### src/rtl/alu_issue_pkg.sv
// Shared opcode constants, FSM state encoding and ALU control payload for the ALU issue controller.
package alu_issue_pkg;

    localparam int unsigned OP_WIDTH    = 4;
    localparam int unsigned COUNT_WIDTH = 16;

    localparam logic [OP_WIDTH-1:0] OP_ADD = 4'd0;
    localparam logic [OP_WIDTH-1:0] OP_SUB = 4'd1;
    localparam logic [OP_WIDTH-1:0] OP_LSH = 4'd2;
    localparam logic [OP_WIDTH-1:0] OP_RSH = 4'd3;
    localparam logic [OP_WIDTH-1:0] OP_AND = 4'd4;
    localparam logic [OP_WIDTH-1:0] OP_OR  = 4'd5;
    localparam logic [OP_WIDTH-1:0] OP_XOR = 4'd6;
    localparam logic [OP_WIDTH-1:0] OP_INV = 4'd7;
    localparam logic [OP_WIDTH-1:0] OP_CLR = 4'd8;

    typedef enum logic [1:0] {
        ST_IDLE = 2'd0,
        ST_LOAD = 2'd1,
        ST_EXEC = 2'd2,
        ST_RESP = 2'd3
    } state_e;

    typedef struct packed {
        logic add;
        logic sub;
        logic lsr;
        logic lsh;
        logic rsh;
        logic band;
        logic bor;
        logic bxor;
        logic inv;
        logic clr;
    } alu_ctrl_t;

endpackage

### src/rtl/alu_issue_controller_decode.sv
// Combinational opcode decode: one-hot ALU control for the execute cycle, shift and illegal flags.
module alu_op_decode
    import alu_issue_pkg::*;
(
    input  logic [OP_WIDTH-1:0] op,
    output alu_ctrl_t           ctrl_c,
    output logic                is_shift_c,
    output logic                illegal_c
);

    always_comb begin
        ctrl_c     = '0;
        is_shift_c = 1'b0;
        illegal_c  = 1'b0;
        case (op)
            OP_ADD:  ctrl_c.add  = 1'b1;
            OP_SUB:  ctrl_c.sub  = 1'b1;
            OP_LSH: begin
                ctrl_c.lsh = 1'b1;
                is_shift_c = 1'b1;
            end
            OP_RSH: begin
                ctrl_c.rsh = 1'b1;
                is_shift_c = 1'b1;
            end
            OP_AND:  ctrl_c.band = 1'b1;
            OP_OR:   ctrl_c.bor  = 1'b1;
            OP_XOR:  ctrl_c.bxor = 1'b1;
            OP_INV:  ctrl_c.inv  = 1'b1;
            OP_CLR:  ctrl_c.clr  = 1'b1;
            default: illegal_c   = 1'b1;
        endcase
    end

endmodule

### src/rtl/alu_issue_controller.sv
// Issues one request at a time to an external ALU and returns its result with a flag/err response.
// Optional ALU_ISSUE_OPCOUNT_EN adds a saturating 16-bit count of response handshakes (op_count).
module alu_issue_controller
    import alu_issue_pkg::*;
#(
    parameter int unsigned DATA_WIDTH = 8
) (
    input  logic                  clk,
    input  logic                  reset,
    input  logic                  req_valid,
    output logic                  req_ready,
    input  logic [OP_WIDTH-1:0]   req_op,
    input  logic [DATA_WIDTH-1:0] req_a,
    input  logic [DATA_WIDTH-1:0] req_b,
    output logic [DATA_WIDTH-1:0] alu_in1,
    output logic [DATA_WIDTH-1:0] alu_in2,
    output logic                  alu_add,
    output logic                  alu_sub,
    output logic                  alu_lsr,
    output logic                  alu_lsh,
    output logic                  alu_rsh,
    output logic                  alu_and,
    output logic                  alu_or,
    output logic                  alu_xor,
    output logic                  alu_inv,
    output logic                  alu_clr,
    input  logic [DATA_WIDTH-1:0] alu_out,
    input  logic                  alu_overflow,
    input  logic                  alu_shift_flag,
    output logic                  rsp_valid,
    input  logic                  rsp_ready,
    output logic [DATA_WIDTH-1:0] rsp_data,
    output logic                  rsp_flag,
    output logic                  rsp_err
`ifdef ALU_ISSUE_OPCOUNT_EN
    ,
    output logic [COUNT_WIDTH-1:0] op_count
`endif
);

    state_e                state_q, state_d;
    logic [OP_WIDTH-1:0]   op_q, op_d;
    logic [DATA_WIDTH-1:0] a_q, a_d, b_q, b_d;
    alu_ctrl_t             ctrl_q, ctrl_d;
    logic [DATA_WIDTH-1:0] in1_q, in1_d, in2_q, in2_d;
    logic                  req_ready_q, req_ready_d;
    logic                  rsp_valid_q, rsp_valid_d;
    logic [DATA_WIDTH-1:0] rsp_data_q, rsp_data_d;
    logic                  rsp_flag_q, rsp_flag_d;
    logic                  rsp_err_q, rsp_err_d;

    logic      accept;
    alu_ctrl_t dec_ctrl;
    logic      dec_shift;
    logic      dec_illegal;

    // Request capture; decode always sees the op the FSM is about to work on.
    always_comb begin
        accept = req_valid && (state_q == ST_IDLE);
        op_d   = op_q;
        a_d    = a_q;
        b_d    = b_q;
        if (accept) begin
            op_d = req_op;
            a_d  = req_a;
            b_d  = req_b;
        end
    end

    alu_op_decode u_decode (
        .op         (op_d),
        .ctrl_c     (dec_ctrl),
        .is_shift_c (dec_shift),
        .illegal_c  (dec_illegal)
    );

    // Next state plus registered outputs derived from the upcoming state.
    always_comb begin
        state_d    = state_q;
        rsp_data_d = rsp_data_q;
        rsp_flag_d = rsp_flag_q;
        rsp_err_d  = rsp_err_q;
        ctrl_d     = '0;
        in1_d      = '0;
        in2_d      = '0;

        case (state_q)
            ST_IDLE: begin
                if (accept) begin
                    rsp_data_d = '0;
                    rsp_flag_d = 1'b0;
                    rsp_err_d  = dec_illegal;
                    if (dec_illegal) begin
                        state_d = ST_RESP;
                    end else if (dec_shift) begin
                        state_d = ST_LOAD;
                    end else begin
                        state_d = ST_EXEC;
                    end
                end
            end
            ST_LOAD: state_d = ST_EXEC;
            ST_EXEC: begin
                rsp_data_d = alu_out;
                rsp_err_d  = 1'b0;
                if (dec_ctrl.add || dec_ctrl.sub) begin
                    rsp_flag_d = alu_overflow;
                end else if (dec_shift) begin
                    rsp_flag_d = alu_shift_flag;
                end else begin
                    rsp_flag_d = 1'b0;
                end
                state_d = ST_RESP;
            end
            ST_RESP: begin
                if (rsp_ready) begin
                    state_d = ST_IDLE;
                end
            end
            default: state_d = ST_IDLE;
        endcase

        if (state_d == ST_LOAD) begin
            ctrl_d.lsr = 1'b1;
        end else if (state_d == ST_EXEC) begin
            ctrl_d = dec_ctrl;
        end
        if ((state_d == ST_LOAD) || (state_d == ST_EXEC)) begin
            in1_d = a_d;
            in2_d = b_d;
        end
        req_ready_d = (state_d == ST_IDLE);
        rsp_valid_d = (state_d == ST_RESP);
    end

    always_ff @(posedge clk) begin
        if (reset) begin
            state_q     <= ST_IDLE;
            op_q        <= '0;
            a_q         <= '0;
            b_q         <= '0;
            ctrl_q      <= '0;
            in1_q       <= '0;
            in2_q       <= '0;
            req_ready_q <= 1'b1;
            rsp_valid_q <= 1'b0;
            rsp_data_q  <= '0;
            rsp_flag_q  <= 1'b0;
            rsp_err_q   <= 1'b0;
        end else begin
            state_q     <= state_d;
            op_q        <= op_d;
            a_q         <= a_d;
            b_q         <= b_d;
            ctrl_q      <= ctrl_d;
            in1_q       <= in1_d;
            in2_q       <= in2_d;
            req_ready_q <= req_ready_d;
            rsp_valid_q <= rsp_valid_d;
            rsp_data_q  <= rsp_data_d;
            rsp_flag_q  <= rsp_flag_d;
            rsp_err_q   <= rsp_err_d;
        end
    end

`ifdef ALU_ISSUE_OPCOUNT_EN
    logic [COUNT_WIDTH-1:0] op_count_q, op_count_d;

    // Saturating count of completed response handshakes.
    always_comb begin
        op_count_d = op_count_q;
        if (rsp_valid_q && rsp_ready && (op_count_q != '1)) begin
            op_count_d = op_count_q + COUNT_WIDTH'(1);
        end
    end

    always_ff @(posedge clk) begin
        if (reset) begin
            op_count_q <= '0;
        end else begin
            op_count_q <= op_count_d;
        end
    end

    assign op_count = op_count_q;
`endif

    assign req_ready = req_ready_q;
    assign rsp_valid = rsp_valid_q;
    assign rsp_data  = rsp_data_q;
    assign rsp_flag  = rsp_flag_q;
    assign rsp_err   = rsp_err_q;
    assign alu_in1   = in1_q;
    assign alu_in2   = in2_q;
    assign alu_add   = ctrl_q.add;
    assign alu_sub   = ctrl_q.sub;
    assign alu_lsr   = ctrl_q.lsr;
    assign alu_lsh   = ctrl_q.lsh;
    assign alu_rsh   = ctrl_q.rsh;
    assign alu_and   = ctrl_q.band;
    assign alu_or    = ctrl_q.bor;
    assign alu_xor   = ctrl_q.bxor;
    assign alu_inv   = ctrl_q.inv;
    assign alu_clr   = ctrl_q.clr;

endmodule

### config.mk
export PLATFORM = sky130hd
export DESIGN_NAME = alu_issue_controller
export DESIGN_NICKNAME = d
export VERILOG_FILES = /design/src/rtl/alu_issue_pkg.sv /design/src/rtl/alu_issue_controller_decode.sv /design/src/rtl/alu_issue_controller.sv
export SDC_FILE = /design/constraint.sdc
export NUM_CORES = 1
export LEC_CHECK = 0
export ABC_AREA = 1
export CORE_MARGIN = 5
export CORE_UTILIZATION = 48
export CTS_CLUSTER_DIAMETER = 100
export CTS_CLUSTER_SIZE = 14
export DETAILED_ROUTE_END_ITERATION = 8
export GPL_ROUTABILITY_DRIVEN = 0
export HOLD_SLACK_MARGIN = 0.1
export PLACE_DENSITY = 0.83
export SYNTH_ARGS = -nofsm -noshare
export SYNTH_HDL_FRONTEND = slang
export SYNTH_SLANG_ARGS = --single-unit
export TNS_END_PERCENT = 10
### constraint.sdc
create_clock -name clk -period 3.1 [get_ports clk]
set_input_delay 0.62 -clock clk [delete_from_list [all_inputs] [get_ports clk]]
set_output_delay 0.62 -clock clk [all_outputs]
set_load 0.01 [all_outputs]
==> out/results.ini, run 1 <==
[run_status]
status = finished, final reports clean

[power]
total_power_mw = 1.936
leakagePower_nw = 1.358
p_per_area_mw_per_mm2 = 633.3
vdd_drop_max_uv = 263.2

[placement]
port_buffers = 71
post-place-ws_ns = 0.1767
dp_hpwl_um = 3376

[synth]
ys_seq_area_share_pct = 55.78
synth-seq-cells = 60
synthCells = 236
avgSynthCellArea_um2 = 9.124
syn_area_mm2 = 0.002153
syn_nets = 274
yosys_warnings = 0
ys_types = 23

[timing]
fmax_ghz = 0.3807
slew_violations = 0
hold_violations = 0
setup_ws_ns = 0.4733
finalCritPeriodShare_pct = 84.73
holdWs_ns = 0.4615
max_slew.worst_pin.slew_ns = 0.4713
clock-skew-final_ns = 0.01009
finalSetupViolations = 0
min_period_ns = 2.627
rsz0062_at_grt = false
finalSetupTns_ns = 0
relSlewSlack_pct = 68.55

[cells_and_area]
nFillCells = 341
drive_gt1_share_pct = 12.26
diodes = 0
layout_common_cells = clkdlybuf4s50_1 (71), dfxtp_1 (60), nor2_1 (50), nand2_1 (40), inv_1 (21)
layout.area.seq_mm2 = 0.001201
nNetsFinal = 351
area_growth_pct = 41.95
multi_input_area_um2 = 798.3
final_common_cell = clkdlybuf4s50_1

[global_route]
track_usage_pct = 16.29
grt_start_max_net_pins = 20
grt_pass1_wl_um = 7638
overflow = 0
antenna_found_initial = 0
grt_pass1_vias = 1722

[clock_tree]
clk_pin_slew_ns = 0.07
cts_resized = 0
clockRootBuffer = clkbuf_8
clk_path_buf_depth = 2
hold_buffers = 0
cts_buffers = 9
cts_tree = done
cts_setup_buffers = 0
clk_latency_ns = 0.33
cts_sinks = 60
cts-htree-levels = 3

[die]
start_util_pct = 49.45
die_x_um = 76.98
fp.dieH_um = 76.98
fp.coreArea_mm2 = 0.004354
rows = 24
dieArea_mm2 = 0.005926
io_pins = 72

[setup_path]
cp.arrival_ns = 2.89
endpoint_kind = flip-flop
cp_max_fo = 16
reg2reg_depth = 11
critical_path_class = in2reg
required_ns = 3.36
startpoint_type = input pin

[job]
drv_cap = 0

[detailed_routing]
remaining_drc_errors = 0
postRouteAntennaNets = 0
routed_wl_um = 4728
post_drt_wl_per_cell_um = 12.78
vias = 1740
avgViaCountPerCell = 4.703
drtIter0Drc = 83
dr.pass1.iters = 4

[hold_path]
hold_path.class = reg2reg
hold_path_depth = 2

[layer usage]
metal / vias to the layer above / wire (um) / global-route usage, %
li1: 883 / - / -
met1: 787 / 1992 / 17.67
met2: 62 / 2253 / 27.59
met3: 8 / 416 / 7.377
met4: 0 / 66 / 6.357
met5: - / 0 / 0
[per-stage QoR]
step	instances	instance area [um2]	util, %
CTS	370	3057	70.20
floorplan	236	2153	-
finish	370	3057	70.20
global placement	354	2880	66.15
detailed placement	354	2880	66.15
global route	370	3057	70.20
[worst max-delay path: stages]
cell             delay, ns
clkdlybuf4s50_1       0.60
nand2_4               0.19
nand2_1               0.15
nand2_2               0.11
nand3_2               0.13
nand2_4               0.07
nand2_2               0.10
inv_1                 0.06
ha_1                  0.27
or2_2                 0.42
nor2_1                0.16
[where the power goes]
part	internal, mW	total (mW)	switching, mW
sequential	0.844	0.872	0.0278
combinational	0.202	0.450	0.248
clock	0.309	0.614	0.304
total	1.36	1.94	0.580
[final cells by class]
type	count	area share [%]
Tap cell	52	2.129
Timing Repair Buffer	74	23.99
Clock buffer	10	4.503
Sequential cell	60	39.30
Clock inverter	6	1.269
Multi-Input combinational cell	146	26.12
Inverter	22	2.702
[synth_stat cells, drive strengths merged]
cell type  instances  area share, %
a21oi             10            2.7
buf                4            2.6
clkbuf             4           0.70
dfxtp             60             56
ha                 4            2.3
inv               22            3.8
mux2i             14            6.5
nand2             49             11
nand3              8            2.3
nand3b             3            1.0
nand4              1           0.29
nor2              54             11
nor3               1           0.23
or2                2           0.58
[sequential cells by signal, indices dropped and copies added, names as in the netlist, 2 cells and up]
name,count
a_q,8
alu_in1,8
alu_in2,8
b_q,8
rsp_data,8
op_q,4
state_q,2
[kinds of logic after synthesis]
logic type | synth area share [%]
multiplexers | 6.508
AO/OA/AOI/OAI | 2.673
flip-flops | 55.78
buffers and inverters | 7.147
AND/OR/NAND/NOR | 25.57
adder cells (fa/ha/maj) | 2.324
[worst paths after layout]
path | slack [ns] | startpoint | endpoint
worst min-delay path | 0.46 | rsp_data[5] | rsp_data[5]
worst min register to register | 0.46 | rsp_data[5] | rsp_data[5]
worst max register to register | 0.81 | state_q[1] | alu_in1[3]
worst max-delay path | 0.47 | req_valid | alu_in1[3]
(Power assumes the default switching activity.)
==> run 2: changes to the inputs <==
--- a/config.mk
+++ b/config.mk
@@ -7,13 +7,13 @@
 export LEC_CHECK = 0
 export ABC_AREA = 1
 export CORE_MARGIN = 5
-export CORE_UTILIZATION = 48
+export CORE_UTILIZATION = 40
 export CTS_CLUSTER_DIAMETER = 100
 export CTS_CLUSTER_SIZE = 14
 export DETAILED_ROUTE_END_ITERATION = 8
 export GPL_ROUTABILITY_DRIVEN = 0
 export HOLD_SLACK_MARGIN = 0.1
-export PLACE_DENSITY = 0.83
+export PLACE_DENSITY = 0.74
 export SYNTH_ARGS = -nofsm -noshare
 export SYNTH_HDL_FRONTEND = slang
 export SYNTH_SLANG_ARGS = --single-unit
==> constraint.sdc (replaced) <==
create_clock -name clk -period 2.41 [get_ports clk]
set_input_delay 0.482 -clock clk [delete_from_list [all_inputs] [get_ports clk]]
set_output_delay 0.482 -clock clk [all_outputs]
set_load 0.01 [all_outputs]
==> out/results.ini, run 2 (synthesized netlist as in run 1, its figures left out) <==
[run_status]
status = finished, final reports clean

[setup_path]
cp.arrival_ns = 2.38  ; -0.51 ns
r2r-end = alu_in2[3]
endpoint_kind = flip-flop
critical_path_class = in2reg
endpoint = alu_in2[3]
rr_startpoint = state_q[1]
reg2reg_depth = 12  ; +1
cp_max_fo = 16  ; unchanged
required_ns = 2.67  ; -0.69 ns
ff2ff_setup_slack_ns = 0.30  ; -0.51 ns
startpoint_type = input pin
crit_start = req_op[2]

[power]
p_int_mw = 1.892  ; +40%
power.share.combinational_pct = 24.4  ; +1.1 points
p_sw_share_pct = 28.47  ; -1.5 points
power.switching_mw = 0.7530  ; +30%
vdd_drop_max_uv = 382.2  ; +45%
power_frac_clock_pct = 33.2  ; +1.5 points
p_per_area_mw_per_mm2 = 816.2  ; +29%
p_seq_share_pct = 42.4  ; -2.6 points
leakagePower_nw = 1.458  ; +7.4%
total_power_mw = 2.645  ; +37%

[global_route]
grt_pass1_wl_um = 7631  ; about the same
grt_start_max_net_pins = 26  ; +30%
grt_pass1_vias = 1714  ; -0.46%
overflow = 0  ; unchanged
antenna_found_initial = 0  ; unchanged
track_usage_pct = 13.71  ; -2.6 points

[die]
dieArea_mm2 = 0.006951  ; +17%
fp.coreArea_mm2 = 0.005172  ; +19%
fp.dieH_um = 83.37  ; +8.3%
start_util_pct = 41.63  ; -7.8 points
rows = 26  ; +8.3%
io_pins = 72  ; unchanged
die_x_um = 83.37  ; +8.3%

[clock_tree]
cts-htree-levels = 3  ; unchanged
clk_pin_slew_ns = 0.07  ; about the same
cts_sinks = 60  ; unchanged
clockRootBuffer = clkbuf_8
cts_resized = 0  ; unchanged
cts_tree = done
cts_buffers = 9  ; unchanged
cts_setup_buffers = 0  ; unchanged
clk_path_buf_depth = 2  ; unchanged
hold_buffers = 0  ; unchanged
clk_latency_ns = 0.33  ; about the same

[timing]
fmax_ghz = 0.4723
max_slew.worst_pin.slew_ns = 0.4787  ; +0.007472 ns
setup_ws_ns = 0.2928  ; -0.1805 ns
finalSetupViolations = 0  ; unchanged
slew_violations = 0  ; unchanged
relSlewSlack_pct = 68.05  ; -0.50 points
finalCritPeriodShare_pct = 87.85
hold_violations = 0  ; unchanged
min_period_ns = 2.117
clock-skew-final_ns = 0.007073  ; -0.003022 ns
rsz0062_at_grt = false

[hold_path]
hold_path.class = reg2reg

[cells_and_area]
area_growth_pct = 50.49
nNetsFinal = 369  ; +5.1%
layout_common_cells = clkdlybuf4s50_1 (70), dfxtp_1 (60), nor2_1 (50), nand2_1 (40)
drive_gt1_share_pct = 16.96  ; +4.7 points
final_common_cell = clkdlybuf4s50_1
diodes = 0  ; unchanged
fin_util_pct = 62.65  ; -7.5 points

[detailed_routing]
drtIter0Drc = 58  ; -30%
dr.pass1.iters = 4  ; unchanged
vias = 1748  ; +0.46%
remaining_drc_errors = 0  ; unchanged
avgViaCountPerCell = 4.305  ; -8.4%
post_drt_wl_per_cell_um = 11.15  ; -13%
postRouteAntennaNets = 0  ; unchanged
routed_wl_um = 4525  ; -4.3%

[placement]
port_buffers = 71  ; unchanged
dp_hpwl_um = 3352  ; -0.73%
post-place-ws_ns = -0.2059  ; -0.3826 ns

[job]
drv_cap = 0  ; unchanged

## run 2: area by class of cell
cell class | instances | area [um2]
clock buffers | 9 | 123.9
clock inverters | 7 | 76.32
fillers | 448 | 1932
inverters | 22 | 82.58
multi-input cells | 146 | 798.3
flip-flops and latches | 60 | 1201
well taps | 70 | 87.58
repair buffers | 92 | 870.8
## run 2: power by group through the flow
stage          clock network, mW  logic (mW)  registers, mW
6_report                   0.879       0.646           1.12
5_1_grt                    0.956       0.716           1.13
4_1_cts                    0.906       0.658           1.12
3_5_place_dp                   0       0.652           1.14
3_3_place_gp                   0       0.645           1.14
2_1_floorplan                  0       0.332           1.17
## run 2: per-layer routing
layer / up-vias / wire length (um) / track usage [%] / share of wire [%]
met5: - / 0 / 0 / 0
met4: 0 / 52 / 5.795 / 1.1
met3: 7 / 371 / 6.337 / 8.2
met2: 51 / 2123 / 22.45 / 47
met1: 775 / 1978 / 15.28 / 44
li1: 915 / - / - / -
## run 2: worst min path at each step
| stage | depth (start not counted) | slack (ns) | to | startpoint |
|---|---|---|---|---|
| floorplan | 2 | 0.46 | a_q[0] | a_q[0] |
| global placement | 2 | 0.44 | rsp_data[3] | rsp_data[3] |
| detailed placement | 2 | 0.45 | rsp_data[7] | rsp_data[7] |
| CTS | 2 | 0.46 | rsp_data[3] | rsp_data[3] |
| global route | 2 | 0.48 | rsp_data[7] | rsp_data[7] |
| finish | 2 | 0.46 | rsp_data[3] | rsp_data[3] |
## run 2: worst max-delay path: stages
cell	delay [ns]
clkdlybuf4s50_1	0.39
nand3b_1	0.19
nand2_2	0.13
nand3_2	0.08
nand2_1	0.06
inv_1	0.05
nand2_2	0.07
inv_1	0.06
ha_1	0.28
or2_2	0.42
nor2_1	0.16
## run 2: metrics by stage
stage | std cells | hold slack, ns | cell area, um2 | setup TNS, ns
after CTS | 406 | 0.4599 | 3238 | 0
after global placement | 390 | 0.4447 | 3038 | -3.399
after floorplan | 236 | 0.4599 | 2153 | 0
final | 406 | 0.4565 | 3241 | 0
after detailed placement | 390 | 0.4509 | 3038 | -4.333
after global routing | 406 | 0.4828 | 3241 | 0
